### src/rtl/slave_rx_port.sv
// Serial LSB-first address/data receive port for the bus slave side.
// Optional parity check on the trailing bit is enabled with `define SLAVE_RX_PARITY_EN.
module slave_rx_port #(
  parameter int ADDR_WIDTH = 12,
  parameter int DATA_WIDTH = 8
) (
  input  logic                  clk,
  input  logic                  reset,
  input  logic                  rx_address,
  input  logic                  rx_data,
  input  logic                  master_valid,
  input  logic                  read_en,
  input  logic                  write_en,
  output logic                  slave_ready,
  output logic                  rx_done,
  output logic                  rx_write,
  output logic                  rx_error,
  output logic [ADDR_WIDTH-1:0] address,
  output logic [DATA_WIDTH-1:0] data
);

  localparam int MAX_W = (ADDR_WIDTH > DATA_WIDTH) ? ADDR_WIDTH : DATA_WIDTH;
  localparam int CW    = $clog2(MAX_W + 2);

  typedef enum logic [1:0] {IDLE, SHIFT, PARITY, DONE} state_t;

  state_t                state, state_nxt;
  logic [CW-1:0]         cnt, last_idx;
  logic                  is_write;
  logic [ADDR_WIDTH-1:0] addr_sr, addr_nxt;
  logic [DATA_WIDTH-1:0] data_sr, data_nxt;
  logic                  handshake, last_bit;

  assign slave_ready = (state == IDLE);
  assign handshake   = master_valid & slave_ready & (read_en | write_en);
  assign last_idx    = is_write ? CW'(MAX_W - 1) : CW'(ADDR_WIDTH - 1);
  assign last_bit    = (cnt == last_idx);

  // Shift registers with the current bit merged in, so the final bit can be
  // committed to the outputs on the same edge it is sampled.
  always_comb begin
    // NOTE: every combinational output gets a default first so no latch is inferred.
    addr_nxt = addr_sr;
    data_nxt = data_sr;
    for (int i = 0; i < ADDR_WIDTH; i++)
      if (cnt == CW'(i)) addr_nxt[i] = rx_address;
    for (int i = 0; i < DATA_WIDTH; i++)
      if (is_write && cnt == CW'(i)) data_nxt[i] = rx_data;
  end

`ifdef SLAVE_RX_PARITY_EN
  logic err_q, par_ok;
  assign par_ok   = (rx_address == ^addr_sr) && (!is_write || (rx_data == ^data_sr));
  assign rx_done  = (state == DONE) && !err_q;
  assign rx_error = (state == DONE) &&  err_q;
`else
  assign rx_done  = (state == DONE);
  assign rx_error = 1'b0;
`endif

  always_comb begin
    state_nxt = state;
    case (state)
      IDLE:  if (handshake) state_nxt = SHIFT;
`ifdef SLAVE_RX_PARITY_EN
      SHIFT:  if (last_bit) state_nxt = PARITY;
      PARITY: state_nxt = DONE;
`else
      SHIFT:  if (last_bit) state_nxt = DONE;
`endif
      default: state_nxt = IDLE;
    endcase
  end

  // NOTE: sequential state uses non-blocking assignments so all registers see pre-edge values.
  always_ff @(posedge clk or posedge reset) begin
    if (reset) state <= IDLE;
    else       state <= state_nxt;
  end

  always_ff @(posedge clk or posedge reset) begin
    // NOTE: only flops live here (no memory array), so everything is cleared on reset.
    if (reset) begin
      cnt      <= '0;
      is_write <= 1'b0;
      addr_sr  <= '0;
      data_sr  <= '0;
      address  <= '0;
      data     <= '0;
      rx_write <= 1'b0;
`ifdef SLAVE_RX_PARITY_EN
      err_q    <= 1'b0;
`endif
    end else begin
      case (state)
        IDLE: if (handshake) begin
          is_write <= write_en;
          cnt      <= '0;
          addr_sr  <= '0;
          data_sr  <= '0;
`ifdef SLAVE_RX_PARITY_EN
          err_q    <= 1'b0;
`endif
        end
        SHIFT: begin
          addr_sr <= addr_nxt;
          data_sr <= data_nxt;
          cnt     <= cnt + CW'(1);
`ifndef SLAVE_RX_PARITY_EN
          if (last_bit) begin
            address  <= addr_nxt;
            if (is_write) data <= data_nxt;
            rx_write <= is_write;
          end
`endif
        end
`ifdef SLAVE_RX_PARITY_EN
        PARITY: begin
          if (par_ok) begin
            address  <= addr_sr;
            if (is_write) data <= data_sr;
            rx_write <= is_write;
          end else begin
            err_q <= 1'b1;
          end
        end
`endif
        default: ;
      endcase
    end
  end

endmodule

### config.mk
export PLATFORM = sky130hd
export DESIGN_NAME = slave_rx_port
export DESIGN_NICKNAME = d
export VERILOG_FILES = /design/src/rtl/slave_rx_port.sv
export SDC_FILE = /design/constraint.sdc
export NUM_CORES = 1
export LEC_CHECK = 0
export BUFFER_PORTS_ARGS = -buffer_cell sky130_fd_sc_hd__buf_4
export CORE_ASPECT_RATIO = 0.7
export CORE_UTILIZATION = 57
export DETAILED_ROUTE_END_ITERATION = 7
export MAX_ROUTING_LAYER = met4
export PLACE_DENSITY = 0.78
export SLEW_MARGIN = 20
export SYNTH_ARGS = -nofsm -noshare
export SYNTH_HDL_FRONTEND = slang
export SYNTH_SLANG_ARGS = --single-unit
### constraint.sdc
create_clock -name clk -period 2.5 [get_ports clk]
set_clock_uncertainty 0.05 [all_clocks]
set_input_delay 0 -clock clk [delete_from_list [all_inputs] [get_ports clk]]
set_output_delay 0 -clock clk [all_outputs]
set_load 0.05 [all_outputs]
Word-level counts from Yosys, hierarchy flattened --
Index checks and enable logic that the tools add are counted.
Storage, ports and cells: register bits 48, bits in latches 0, memory bits (writable) 0, bits in read-only memories 0, output and inout port bits 24, logic and storage cells 72, memories 0
Operators by class: $add $sub $neg 1, $mul 0, div/mod/pow operators 0, order comparisons 0, equality and inequality tests 15, shift operators 0, muxes and demuxes 29, bitwise logic cells 3, reduce and logical (&&, ||, !) cells 16
Operator list (number):
- $pmux 12 s2 | 1
- $mux 1 | 20
- $eq 4x3->1 const B | 4
- $eq 4x4->1 const B | 4
- $pmux 8 s2 | 1
- $mux 12 | 1
- $eq 4x2->1 const B | 2
- $logic_and 1x1->1 | 8
- $mux 8 | 1
- $pmux 4 s2 | 1
- $reduce_and 2->1 | 4
- $add 4x1->4 const B | 1
- $eq 4x1->1 const B | 1
- $logic_not 4->1 | 1
- $mux 2 | 2
- $mux 4 | 1
- $pmux 2 s2 | 1
- $reduce_and 3->1 | 1
- $and 1x1->1 | 2
- $eq 2x1->1 const B | 1
- $eq 2x2->1 const B | 1
- $logic_not 2->1 | 1
- $ne 2x1->1 const B | 1
- $ne 2x2->1 const B | 1
- other kinds (2) | 2

Depth between registers and ports, before layout --
Gate-level depths: netlist of run 1.
depth after elaboration 5, depth in mapped cells 5, depth with buffers taken out 5

Least setup slack after synthesis of run 1 --
No wires, ideal clock.
path kind register to register, start point register cnt[0], end point register data[2], arrival 1560 ps, required time 2325 ps, slack 766 ps, stages on the path, launching flop included 6, path buffers 0, clock period less this slack 1734 ps, path through dfrtp_1 inv_1 ha_1 and4bb_1 mux2_2 mux2_2
On the way: word-level cells in the longest chain between the ends 3, elaborated cells between the ends (all ways) 5, classes of those cells eq/ne (2); mux (1); reduce/logical (2)
RTL lines:
- start, declared | RTL line 28 | logic [CW-1:0] cnt, last_idx;
- start signal, assigned | RTL line 108 | cnt <= cnt + CW'(1);
- $eq 4x2->1 | RTL line 48 | if (is_write && cnt == CW'(i)) data_nxt[i] = rx_data;
- $logic_and 1x1->1 | RTL line 48
- $mux 1 | RTL line 48
- end signal, assigned | RTL line 112 | if (is_write) data <= data_nxt;
- end, declared | RTL line 19 | output logic [DATA_WIDTH-1:0] data
Several ways; a longest one is shown, not always the timed one. A chain may end at the register's enable or synchronous reset.

Worst setup path after layout of run 1 --
Ends and elaborated chain as after synthesis.

==> parameters.txt, run 1 <==
Parameter                              Value

Placed design
  Cell area after placement ... 2723 µm²
  Post-detailed-placement half-perimeter wirelength ... 3294 µm
  IO buf count ... 29
  RePlAce Congestion ... 0.8750

Power
  Portion of total power attributed to combinational logic ... 0.547
  Clk network pwr share ... 0.112
  Switching share of power ... 0.4579
  Worst VDD drop ... 0.8085 mV
  P_leak ... 1.357 nW
  Total power density per cell area ... 1344 nW/µm²
  Net load switching power ... 1.740 mW
  Total power of the final layout ... 3.799 mW
  Internal portion of total power ... 2.059 mW
  Share of power burned in registers ... 0.341

Synthesis
  Main area contributors after synthesis ... sky130_fd_sc_hd__dfrtp_1 47%, sky130_fd_sc_hd__mux2_2 9.4%, sky130_fd_sc_hd__mux2_4 5.4%, sky130_fd_sc_hd__o211ai_1 4.5%, sky130_fd_sc_hd__inv_1 3.6%
  Post-synthesis cell type count ... 37
  Net count after synthesis ... 232
  Avg Synthesized Cell Area ... 11.36 µm²
  Proportion of netlist area held by the largest area contributor ... 0.4684
  Post-synthesis instance area ... 2511 µm²
  Synthesized instance count ... 221
  Sequential element share of the synthesized area ... 0.4684
  #FFs+latches synth ... 47
  Largest area contributor in the netlist ... sky130_fd_sc_hd__dfrtp_1
  Warnings from Yosys ... 0

Floorplan
  Die Y ... 57.53 µm
  Count of standard-cell rows ... 19
  Initial Util ... 0.6177
  Width of the die ... 81.33 µm
  Placeable Area ... 4065 µm²
  Area of the die ... 4679 µm²
  Num ports ... 31

Timing
  Crit path time final ... 1.982 ns
  Max-slew headroom at the worst pin ... 0.4634
  Max Slew Vio Count ... 0
  Setup repair after global routing missed its margin ... no
  Max Clock Freq ... 504.5 MHz
  Transition time of the tightest slew-check pin ... 0.8039 ns
  Hold Fails Final Rpt ... 0
  Final setup violation count ... 0
  Ratio of final minimum period to clock period ... 0.7929
  Sum of negative setup slack ... 0 ns

Worst setup path
  Gate family responsible for the most delay along the worst path ... multiplexers
  Slowest library cell on the worst path ... sky130_fd_sc_hd__dfrtp_1
  Most repeated library cell on the critical path ... sky130_fd_sc_hd__mux2_2
  Kind of start point of the critical path ... flip-flop
  WP data arrival ... 2.13 ns
  WP buf/inv ... 1
  Classification of the worst setup path ... reg2reg
  Max FO, Critical Path ... 7
  Cell Chain, Critical Path ... inv_1, ha_1, and4bb_1, mux2_2, mux2_2
  Worst setup EP type ... flip-flop
  Required time of the worst setup path ... 2.64 ns
  Slowest Stage Delay on Critical Path ... 0.44 ns

Global routing
  First-pass GRT wire length ... 7962 µm
  Met2 capacity usage during global routing ... 0.3143
  Global router's overall resource usage ... 0.2400
  Antenna violations before repair ... 0
  Via count of the first global-routing pass ... 1,592
  Most used routing layer ... met1
  GR Layer Usage met1 ... 0.3635
  Remaining global-route overflow ... 0
  Met3 usage in global routing ... 0.05280
  Largest net degree at the start of global routing ... 48

Cells and area
  Final cell utilization of the core ... 0.6953
  N_diodes ... 0
  Area growth from synthesis to final layout ... 12.56%
  Post-layout nets ... 260
  Commonest cells after routing, fill and taps aside ... 47 x sky130_fd_sc_hd__dfrtp_1, 34 x sky130_fd_sc_hd__buf_4, 23 x sky130_fd_sc_hd__inv_1
  Layout Cell Area excl Fill ... 2826 µm²
  Share of layout cells above drive strength 1 ... 0.3024
  Commonest non-fill, non-tap cell in the layout ... sky130_fd_sc_hd__dfrtp_1

Clock tree
  Depth of the CTS H-tree ... 2
  Clock sink count ... 47
  Total setup buffers inserted after CTS ... 0
  Library cell used as clock root buffer ... sky130_fd_sc_hd__clkbuf_8
  Clock transition time at the flip-flop clock pins of the worst setup and hold paths ... 0.08 ns
  # resized after CTS ... 0
  Number of buffers created by CTS ... 5
  Number of hold-repair buffers added at the cts stage ... 3
  Clock latency reported for the late side of the worst-skew pair ... 0.30 ns
  Clock Tree Buf Depth ... 2
  TritonCTS clock tree ... built

Status
  Outcome ... finished, final reports clean

Drt
  Via count of the routed design ... 1,738
  Number of nets with antenna violations after routing ... 0
  Number of search-and-repair iterations in the first detailed-routing pass ... 4
  Final routed wire length divided by cell count ... 16.20 µm
  Initial drt markers ... 157
  Residual DRC count ... 0
  Post-detailed-routing wire length ... 4859 µm
  Avg Vias per Cell ... 5.793

Run
  Number of maximum-capacitance constraint violations ... 0

Worst hold path
  Path type of the worst min-delay path ... in2reg
-- area by class of cell --
| cell class | count | area (µm²) |
|---|---|---|
| Sequential cell | 47 | 1176 |
| Fill cell | 306 | 1239 |
| Timing Repair Buffer | 37 | 285.3 |
| Tap cell | 52 | 65.06 |
| Inverter | 24 | 91.34 |
| Multi-Input combinational cell | 134 | 1136 |
| Clock buffer | 6 | 72.57 |
-- path summary, 6_finish.rpt --
check                                 from         end  slack (ns)  cells past startpoint
worst max-delay path                cnt[0]     data[2]        0.52                      5
worst min register to register  address[4]  address[4]        0.46                      1
max in group asynchronous            reset  address[8]        1.58                      3
min in group asynchronous            reset  data_sr[0]        0.34                      3
worst max register to register      cnt[0]     data[2]        0.52                      5
worst min-delay path               rx_data     data[1]        0.09                      3
-- power by group through the flow --
stage | Sequential, mW | Clock [mW] | Combinational (mW)
after floorplan | 1.76 | 0 | 1.10
after global placement | 1.30 | 0 | 2.04
after detailed placement | 1.30 | 0 | 2.07
after CTS | 1.29 | 0.436 | 2.08
after global routing | 1.34 | 0.464 | 2.22
final | 1.30 | 0.425 | 2.08
-- logic make-up (layout without fill, tap and decap cells) --
kind of cell / after synthesis / after routing / synth area share
and+or+nand+nor: 62 / 62 / 0.1664
DFF: 47 / 47 / 0.4684
buffers and inverters: 40 / 67 / 0.07922
muxes: 37 / 37 / 0.1759
AOI/OAI and AO/OA: 29 / 29 / 0.08520
adders and majority gates: 4 / 4 / 0.01993
other: 1 / 1 / 0.001493
xor gates and xnor gates: 1 / 1 / 0.003488
-- routing by layer --
layer / wire length (µm) / part of all wire
met3: 343 / 0.071
met2: 1999 / 0.41
met5: 0 / 0
met1: 2452 / 0.50
met4: 64 / 0.013
-- flip-flops by register name, indices dropped and copies added (netlist names) --
signal    cells
data_sr       8
is_write      1
addr_sr      11
cnt           4
state         2
address      12
rx_write      1
data          8
-- synth_stat cells (all sizes together) --
cell type / instances
and2: 1
nand2b: 1
mux2: 30
and4bb: 4
nand2: 7
clkbuf: 4
nand3: 15
or3: 8
or2: 1
and3b: 6
nor2: 3
mux2i: 7
and2b: 1
nand4b: 4
buf: 12
conb: 1
and4: 1
o211ai: 15
inv: 24
ha: 4
a41oi: 1
a211o: 4
nand3b: 8
dfrtp: 47
xor2: 1
o21ai: 8
a31oi: 1
and3: 1
nor2b: 1
-- through the flow --
step	setup slack, ns	hold WS, ns	instances
after floorplan	0.7655	0.09806	221
after global placement	0.5791	0.1954	291
after detailed placement	0.5426	0.1990	291
after CTS	0.5285	0.08435	300
after global routing	0.4039	0.09666	300
final	0.5176	0.08834	300
-- worst min-delay path, stage by stage --
cell	delay, ns
sky130_fd_sc_hd__buf_4	0.14
sky130_fd_sc_hd__mux2_2	0.15
sky130_fd_sc_hd__mux2_2	0.13
(Power assumes the default switching activity.)
==> inputs of run 2 (changes only) <==
CORE_UTILIZATION = 52   (was 57)
PLACE_DENSITY = 0.74   (was 0.78)
clock period = 1.6 ns   (was 2.5 ns; I/O delays follow)
==> run 2 against run 1 <==
The run now ends with negative setup slack left. Core utilization rose by 2.2 points. Die area up 9.3%. Clock-buffer cell count increased by 1. Setup slack got worse by 0.61 ns. Clock power is 65% higher. Via count increased by 5.0%. Non-clock buffer count grew 29. Sequential cell count unchanged. Critical endpoint unchanged.
==> parameters.txt, run 2 (same netlist as run 1, synthesis figures left out) <==
Parameter                              Value

Status
  Outcome ... complete, but fails checks
  Violated checks ... negative setup slack

Drt
  Post-detailed-routing wire length ... 5395 µm (+11%)
  Residual DRC count ... 0 (unchanged)
  Number of search-and-repair iterations in the first detailed-routing pass ... 4 (unchanged)
  Final routed wire length divided by cell count ... 16.15 µm (-0.27%)
  Via count of the routed design ... 1,825 (+5.0%)
  Initial drt markers ... 111 (-29%)
  Avg Vias per Cell ... 5.464 (-5.7%)
  Number of nets with antenna violations after routing ... 0 (unchanged)

Cells and area
  Layout Cell Area excl Fill ... 3213 µm² (+14%)
  Fill cell total of the finished layout ... 316 (+3.3%)
  Largest registers ... address: 12 flops, addr_sr: 11 flops
  Area growth from synthesis to final layout ... 27.95%
  Register name with the most flops ... address
  Commonest cells after routing, fill and taps aside ... 57 x sky130_fd_sc_hd__buf_4, 43 x sky130_fd_sc_hd__dfrtp_1, 22 x sky130_fd_sc_hd__mux2_4
  Share of layout cells above drive strength 1 ... 0.4194 (+0.1169)
  Post-route insts no fill ... 334 (+11%)
  Final cell utilization of the core ... 0.7173 (+0.02203)
  Commonest non-fill, non-tap cell in the layout ... sky130_fd_sc_hd__buf_4
  Max FFs per register ... 12 (unchanged)
  N_diodes ... 0 (unchanged)
  Post-layout nets ... 289 (+11%)

Placed design
  Post-detailed-placement half-perimeter wirelength ... 3729 µm (+13%)
  Cell area after placement ... 3019 µm² (+11%)
  Post-Place Worst Slack ... -0.08367 ns (-0.6262 ns)
  IO buf count ... 29 (unchanged)
  RePlAce Congestion ... 0.8574 (-2.0%)
  Number of instances in the placed design ... 319 (+9.6%)

Power
  Worst VDD drop ... 1.102 mV (+36%)
  Share of power burned in registers ... 0.313 (-0.028)
  Switching share of power ... 0.4393 (-0.01866)
  P_leak ... 1.539 nW (+13%)
  Clk network pwr share ... 0.105 (-0.007)
  Net load switching power ... 2.925 mW (+68%)
  Total power of the final layout ... 6.660 mW (+75%)
  Portion of total power attributed to combinational logic ... 0.581 (+0.034)
  Total power density per cell area ... 2073 nW/µm² (+54%)
  Internal portion of total power ... 3.734 mW (+81%)

Timing
  Sum of negative setup slack ... -0.4090 ns (-0.4090 ns)
  Final setup violation count ... 6 (+6)
  Crit path time final ... 1.688 ns (-0.2940 ns)
  Hold slack final ... 0.1090 ns (+0.02067 ns)
  Max Clock Freq ... 592.3 MHz (+17%)
  Ratio of final minimum period to clock period ... 1.055 (+0.2623)
  Worst path setup slack after routing ... -0.08833 ns (-0.6060 ns)
  Max Slew Vio Count ... 0 (unchanged)
  Hold Fails Final Rpt ... 0 (unchanged)
  Setup repair after global routing missed its margin ... yes

Worst setup path
  Cell Chain, Critical Path ... inv_4, ha_4, and4bb_2, mux2_4, mux2_4
  Kind of start point of the critical path ... flip-flop
  Slowest library cell on the worst path ... sky130_fd_sc_hd__dfrtp_2
  Register-to-register setup slack ... -0.09 ns (-0.61 ns)
  Slowest Stage Delay on Critical Path ... 0.48 ns (+0.04 ns)
  Worst setup EP type ... flip-flop
  Most repeated library cell on the critical path ... sky130_fd_sc_hd__mux2_4
  Classification of the worst setup path ... reg2reg
  Max FO, Critical Path ... 4 (-3)
  Required time of the worst setup path ... 1.73 ns (-0.91 ns)
  WP data arrival ... 1.82 ns (-0.31 ns)

Run
  Number of maximum-capacitance constraint violations ... 0 (unchanged)

Global routing
  First-pass GRT wire length ... 8535 µm (+7.2%)
  Global router's overall resource usage ... 0.2306 (-0.009325)
  Antenna violations before repair ... 0 (unchanged)
  Via count of the first global-routing pass ... 1,700 (+6.8%)
  Largest net degree at the start of global routing ... 31 (-35%)
  Remaining global-route overflow ... 0 (unchanged)

Clock tree
  Clock sink count ... 47 (unchanged)
  Clock transition time at the flip-flop clock pins of the worst setup and hold paths ... 0.09 ns (about the same)
  Number of buffers created by CTS ... 5 (unchanged)
  TritonCTS clock tree ... built
  Clock Tree Buf Depth ... 2 (unchanged)
  Library cell used as clock root buffer ... sky130_fd_sc_hd__clkbuf_8
  Clock latency reported for the late side of the worst-skew pair ... 0.30 ns (about the same)
  Depth of the CTS H-tree ... 2 (unchanged)

Floorplan
  Width of the die ... 85.06 µm (+4.6%)
  Count of standard-cell rows ... 20 (+1)
  Initial Util ... 0.5606 (-0.05711)
  Num ports ... 31 (unchanged)
  Die Y ... 60.14 µm (+4.5%)
  Area of the die ... 5116 µm² (+9.3%)
  Placeable Area ... 4479 µm² (+10%)

Worst hold path
  Path type of the worst min-delay path ... in2reg
==> run 2: repair_timing <==
item / in CTS / in global routing
gates resized for setup: 11 / 6
endpoints found under the hold margin: 36 / 0
pin swaps: 1 / 3
endpoints found under the setup margin: 21 / 22
hold buffers: 3 / 0
buffers inserted: 2 / 2
==> run 2: cell type report <==
type                       count  area, µm²  area share
clock buffer                   7      76.32     0.02375
clock inverter                 1      5.005    0.001558
inverter                      24      95.09     0.02960
multi-input combinational    134       1240      0.3859
sequential                    47       1181      0.3676
tap                           55      68.82     0.02142
timing repair buffer          66      546.8      0.1702
==> run 2: power by group through the flow <==
stage / combinational (mW) / clock [mW] / sequential, mW
after global placement: 3.63 / 0 / 2.08
final: 3.87 / 0.702 / 2.09
after floorplan: 1.86 / 0 / 2.80
after global routing: 4.14 / 0.753 / 2.15
after detailed placement: 3.70 / 0 / 2.10
after CTS: 3.81 / 0.711 / 2.08
==> run 2: per-layer routing <==
layer | global-route usage | wire length, µm | share of wire
met5 | - | 0 | 0
met2 | 0.3272 | 2361 | 0.44
met1 | 0.3254 | 2743 | 0.51
met4 | 0.06538 | 48 | 0.0089
met3 | 0.06077 | 242 | 0.045
==> run 2: critical path, delay by kind of cell, from the launching register on <==
family                   cells  cell delay, ns
multiplexers                 2            0.55
flip-flops                   1            0.48
adder cells (fa/ha/maj)      1            0.13
AND/OR/NAND/NOR              1            0.26
buffers and inverters        1            0.10
==> run 2: worst paths after layout <==
check | start | cells after the start | endpoint
max in group asynchronous | reset | 4 | cnt[1]
max reg2reg | cnt[0] | 5 | data[2]
min | rx_data | 3 | data[3]
min in group asynchronous | reset | 3 | address[1]
min reg2reg | addr_sr[3] | 1 | address[3]
max | cnt[0] | 5 | data[2]
